<file path="src/rtl/s2p.sv">
// s2p: serial-to-parallel converter. Collects N serial bits (LSB first)
// into a word and presents it through a one-word valid/ready holding
// register; assembly of the next word continues while a word is pending.
//
// Ports:
//   clk      in   clock, rising edge
//   rstn     in   asynchronous active-low reset
//   s_valid  in   serial bit valid
//   s_data   in   serial data bit
//   s_ready  out  a serial bit can be accepted this cycle (from state only)
//   flush    in   synchronous discard of the partial word
//   p_valid  out  holding register contains a complete word
//   p_data   out  assembled word, bit k = k-th serial bit
//   p_ready  in   consumer accepts the word this cycle
//   bit_cnt  out  bits of the current partial word already accepted
module s2p #(
    parameter int unsigned N = 8
) (
    input  logic                 clk,
    input  logic                 rstn,
    input  logic                 s_valid,
    input  logic                 s_data,
    output logic                 s_ready,
    input  logic                 flush,
    output logic                 p_valid,
    output logic [N-1:0]         p_data,
    input  logic                 p_ready,
    output logic [$clog2(N)-1:0] bit_cnt
);

    localparam int unsigned CW = $clog2(N);
    localparam logic [CW-1:0] LAST = CW'(N - 1);

    logic [N-1:0]  r_shreg;
    logic [CW-1:0] r_cnt;
    logic [N-1:0]  r_p_data;
    logic          r_p_valid;

    logic          w_last;
    logic          w_ready;
    logic          w_xfer;
    logic          w_done;
    logic [N-1:0]  w_shreg_nxt;

    // Stall only when the final bit would complete a word the holding
    // register cannot take; depends on registered state alone.
    assign w_last  = (r_cnt == LAST);
    assign w_ready = !(w_last && r_p_valid);
    assign w_xfer  = s_valid && w_ready && !flush;
    assign w_done  = w_xfer && w_last;

    // Assembly register with the incoming bit dropped into slot cnt; on
    // completion (cnt == N-1) this is exactly {s_data, shreg[N-2:0]}.
    always_comb begin
        w_shreg_nxt        = r_shreg;
        w_shreg_nxt[r_cnt] = s_data;
    end

    // Assembly path: counter and shift register.
    always_ff @(posedge clk or negedge rstn) begin
        if (!rstn) begin
            r_shreg <= '0;
            r_cnt   <= '0;
        end else if (flush) begin
            r_cnt <= '0;
        end else if (w_xfer) begin
            r_shreg <= w_shreg_nxt;
            r_cnt   <= w_last ? '0 : r_cnt + CW'(1);
        end
    end

    // Holding register; a completion takes priority over the handshake.
    always_ff @(posedge clk or negedge rstn) begin
        if (!rstn) begin
            r_p_data  <= '0;
            r_p_valid <= 1'b0;
        end else if (w_done) begin
            r_p_data  <= w_shreg_nxt;
            r_p_valid <= 1'b1;
        end else if (r_p_valid && p_ready) begin
            r_p_valid <= 1'b0;
        end
    end

    assign s_ready = w_ready;
    assign p_valid = r_p_valid;
    assign p_data  = r_p_data;
    assign bit_cnt = r_cnt;

endmodule

</file>
<file path="config.mk">
export PLATFORM = sky130hd
export DESIGN_NAME = s2p
export DESIGN_NICKNAME = d
export VERILOG_FILES = /design/src/rtl/s2p.sv
export SDC_FILE = /design/constraint.sdc
export NUM_CORES = 1
export LEC_CHECK = 0
export CORE_MARGIN = 2
export CORE_UTILIZATION = 50
export DETAILED_ROUTE_END_ITERATION = 7
export PLACE_DENSITY = 0.77
export SYNTH_ARGS = -nofsm -noshare
export SYNTH_HDL_FRONTEND = slang
export SYNTH_SLANG_ARGS = --single-unit
</file>
<file path="constraint.sdc">
create_clock -name clk -period 1.9 [get_ports clk]
set_clock_uncertainty 0.15 [all_clocks]
set_input_delay 0.285 -clock clk [delete_from_list [all_inputs] [get_ports clk]]
set_output_delay 0.285 -clock clk [all_outputs]
set_load 0.02 [all_outputs]
</file>
# ---- Word-level counts from Yosys, hierarchy flattened
# Index checks and enable logic that the tools add are counted.
# W data, S select, Z words.
dict set report totals {
  reg_bits 20
  latchBits 0
  ramBits 0
  mem_bits_ro 0
  input_bits 6
  output_inout_bits 13
  elab_cells 28
  mem_count 0
}
dict set report op_classes {
  n_addsub 1
  mul 0
  n_div 0
  magnitude_cmp 2
  eq_ne 1
  shifts 0
  n_mux 8
  bitwise 1
  reduce_logical 11
}
# cell n
set op_table {}
lappend op_table {{$mux W3} 3}
lappend op_table {{$bwmux W8} 1}
lappend op_table {{$logic_and A1 B1 Y1} 6}
lappend op_table {{$lt A3 B4 Y1 const B} 1}
lappend op_table {{$reduce_bool A2 Y1} 2}
lappend op_table {{$add A3 B1 Y3 const B} 1}
lappend op_table {{$demux W1 S3} 1}
lappend op_table {{$eq A3 B3 Y1 const B} 1}
lappend op_table {{$ge A3 B1 Y1 const B} 1}
lappend op_table {{$mux W1} 3}
lappend op_table {{$logic_not A1 Y1} 2}
lappend op_table {{$reduce_and A2 Y1} 1}
lappend op_table {{$not A1 Y1} 1}

# ---- Logic depth before layout (Yosys ltp)
dict set report logic_depth {
  word_depth 7
  depth_mapped 7
  mapped_depth_nobuf 5
}

# ---- Least setup slack after synthesis
# No wires, ideal clock.
dict set report synth_path {
  path_kind {reg2reg}
  from {register r_cnt[0], in the netlist bit_cnt[0]}
  to {register r_p_valid, in the netlist p_valid}
  setup_time_ns 0.118
  arrival_time_ns 1.565
  required_time_ns 1.632
  slack_ns 0.067
  path_stages_with_launch 7
  n_path_buf 2
  path_cell_list {dfrtp_1 > ha_1 > ha_1 > and4bb_2 > buf_4 > buf_4 > a21o_1}
}
dict set report synth_via {
  elab_chain_len 7
  word_cells_on_any_way 8
  cone_classes {eq/ne (1); mux (1); reduce/logical (6)}
}
# item line_no
set synth_lines {}
lappend synth_lines {{start: declaration} 35} ;# logic [CW-1:0] r_cnt;
lappend synth_lines {{start signal: assignment} 68} ;# r_cnt <= w_last ? '0 : r_cnt + CW'(1);
lappend synth_lines {{$eq A3 B3 Y1 (*)} 47} ;# assign w_last = (r_cnt == LAST);
lappend synth_lines {{$logic_and A1 B1 Y1} 48} ;# assign w_ready = !(w_last && r_p_valid);
lappend synth_lines {{$logic_not A1 Y1} 48}
lappend synth_lines {{$logic_and A1 B1 Y1 (2 in a row)} 49} ;# assign w_xfer = s_valid && w_ready && !flush;
lappend synth_lines {{$logic_and A1 B1 Y1 (*)} 50} ;# assign w_done = w_xfer && w_last;
lappend synth_lines {{$mux W1 or $reduce_bool A2 Y1 (tied branches)} -}
lappend synth_lines {{end signal: assignment} 76} ;# r_p_valid <= 1'b0;
lappend synth_lines {{end signal: assignment} 79} ;# r_p_valid <= 1'b1;
lappend synth_lines {{end signal: assignment} 81} ;# r_p_valid <= 1'b0;
lappend synth_lines {{end: declaration} 37} ;# logic r_p_valid;
# Every way passes the cells marked *; elsewhere a longest branch is shown, timed or not.
# A chain may end at the register's enable or synchronous reset.

# ---- Final worst setup path
dict set report layout_path {
  from {register r_p_valid, in the netlist p_valid}
  to {output p_valid}
}
# item line_no
set layout_lines {}
lappend layout_lines {{end: declaration} 25} ;# output logic p_valid,
# No word-level cell between the ends.

==> reports/results.txt <==
WP data required = 1.46 ns
Fill cell count = 168
Status = finished clean
CTS tree = yes
Dpl hpwl = 1300 um
Yosys top cell by area = dfrtp_1
Flops & latches, synth = 20
Largest net degree at the start of global routing = 21
Detailed-route vias per instance = 5.27
Wirelength, routed = 1840 um
PwrDens = 614 mW/mm^2
Fin nets = 122
Post-synth net total = 99
Num Clock Sinks = 20
Remaining antenna violation count after routing = 0
Worst-Skew Late Latency = 0.29 ns
Critical path class = reg -> out
Chip width = 49.9 um
Initial antenna violation count = 0
Fin. max-slew vios = 0
Max incr delay on CP = 0.63 ns
RD Place Congestion = 0.751
Final TNS setup = 0 ns
Total of max-cap violations = 0
Overflow after GRT = 0
Synth cell types = 24
Syn_area_per_cell = 11.6 um^2
Core Box Area = 0.00198 mm^2
CP max FO = 5
Routed wire per std cell = 13.2 um
Register area share after synthesis = 47.5%
Layout cells sized above 1 = 22.3%
Boundary pin count = 19
Tot GR Track Use = 17.6%
Crit path depth = 1
Slew HR = 69.4%
First-pass GRT wire length = 3340 um
Pre-Repair DR Iteration Count = 4
DP Area = 0.00127 mm^2
Die H = 49.9 um
Share of Yosys cell area claimed by the top area cell type = 47.5%
CP Launch Type = flip-flop
Syn Inst Count = 91
Crit share post-route = 94.7%
CP max-delay cell = clkdlybuf4s50_1
CTS Root Cell = clkbuf_4
Least-Margin Pin Slew = 0.458 ns
Unrepaired setup endpoints after global routing = false
CTS Buf Count = 3
H-tree depth = 1
Worst vdd ir = 489 uV
R2R depth = 6
Drt initial violations = 4
Crit end category = primary output
Min Tclk post-route = 1.80 ns
Post-route cell area = 0.00128 mm^2
Clock-pin slew on the worst setup and hold paths = 0.10 ns
Post-Syn Area = 0.00105 mm^2
Fmax = 556 MHz
Leakage = 0.646 nW
CTS hold repair buffers = 0
Die area = 0.00249 mm^2
CTS max path bufs = 2
Cts repair resizes = 6
Post-CTS setup buffers = 0
CP cell instances = clkdlybuf4s50_1
Family with the most delay on the worst path = buffers and inverters
Setup slack, reg-to-reg = 0.19 ns
Antenna diode instance count = 0
Area delta synth->final = 21.5%
DRC errors left = 0
Starting Density = 53.2%
Crit path buf inv count = 1
Total number of yosys warnings = 0
Port bufs = 18
CP Data Arrival Time = 1.36 ns
Synth top area cells = dfrtp_1 48%, mux2i_1 9.5%, mux2_2 7.5%, nor2_1 4.3%, a21oi_1 3.8%
Setup-failing EPs final = 0
Class of the worst hold path = in -> async
Final Hold Viols = 0
Vias in the first global route = 779
# rows = 16
DR vias = 732
per-layer routing:
metal  wire, um  track usage (%)  share of wire (%)
met5          0                0                  0
met4         21             7.41                1.1
met3         49             3.03                2.7
met2        941             30.9                 51
met1        828             21.1                 45
path summary, 6_finish.rpt:
| kind | from | endpoint |
|---|---|---|
| max | p_valid | p_valid |
| min | rstn | p_valid |
| max reg2reg | bit_cnt[0] | r_shreg[1] |
| min reg2reg | r_shreg[1] | r_shreg[1] |
| max in group asynchronous | rstn | p_data[0] |
| min in group clk | r_shreg[1] | r_shreg[1] |
final cells by class:
cell class,instances,area [um^2],share of cell area [%]
Clock buffer,3,22.5,1.76
Sequential cell,20,500,39.1
Timing Repair Buffer,25,224,17.5
Inverter,2,7.51,0.587
Tap cell,27,33.8,2.64
Multi-Input combinational cell,62,492,38.4
kinds of logic (layout without fill, tap and decap cells):
kind of cell               after synthesis  count (layout)  share of synthesized area (%)
AOI/OAI and AO/OA                       11              11                           6.06
adders and majority gates                2               2                           2.37
buffers and inverters                    9              30                           5.82
DFF                                     20              20                           47.5
muxes                                   18              18                           18.1
and+or+nand+nor                         31              31                           20.2
cell usage after synthesis:
cell type / count
a21boi_0: 1
a21o_1: 1
a21oi_1: 8
a2bb2oi_1: 1
and3_1: 1
and4bb_2: 1
buf_2: 1
buf_4: 3
buf_6: 2
clkbuf_1: 1
dfrtp_1: 20
ha_1: 2
inv_1: 2
mux2_1: 1
mux2_2: 7
mux2i_1: 10
nand2_2: 1
nand3_1: 5
nand3b_1: 5
nand3b_4: 1
nor2_1: 12
nor2b_1: 1
nor3_4: 1
nor3b_2: 3
layout by cell type, fill, tap and decap left out:
master	Yosys	layout
dfrtp_1	20	20
clkdlybuf4s50_1	0	14
nor2_1	12	12
mux2i_1	10	10
a21oi_1	8	8
mux2_2	7	7
buf_4	3	7
nand3b_1	5	5
nand3_1	5	5
nor3b_2	3	3
clkbuf_4	0	3
dlygate4sd2_1	0	3
inv_1	2	2
ha_1	2	2
nand2_2	1	1
and4bb_2	1	1
nor3_4	1	1
nor2b_1	1	1
nand3b_4	1	1
mux2_1	1	1
and3_1	1	1
a21boi_0	1	1
a21o_1	1	1
a2bb2oi_1	1	1
buf_2	1	1
sequential cells by signal, summed over array words and instances, names as in the netlist:
| register | flops |
|---|---|
| p_data | 8 |
| bit_cnt | 3 |
| p_valid | 1 |
| r_shreg | 8 |
power breakdown:
part | switching, W | internal [W] | leakage (nW) | total (W)
logic | 0.0000618 | 0.0000655 | 0.360 | 0.000127
registers | 0.0000130 | 0.000453 | 0.272 | 0.000466
clock network | 0.000118 | 0.0000738 | 0.0138 | 0.000192
stage by stage:
stage / setup WS [ns] / std cells / util, % / hold slack (ns) / power (W)
after floorplan: 0.0674 / 91 / - / -0.161 / 0.000558
after global placement: 0.0441 / 136 / 63.9 / 0.324 / 0.000601
after detailed placement: 0.0143 / 136 / 63.9 / 0.339 / 0.000607
after CTS: 0.0182 / 139 / 64.9 / 0.178 / 0.000798
after global routing: 0.0242 / 139 / 64.6 / 0.200 / 0.000832
final: 0.101 / 139 / 64.6 / 0.175 / 0.000786
(Power assumes the default switching activity.)
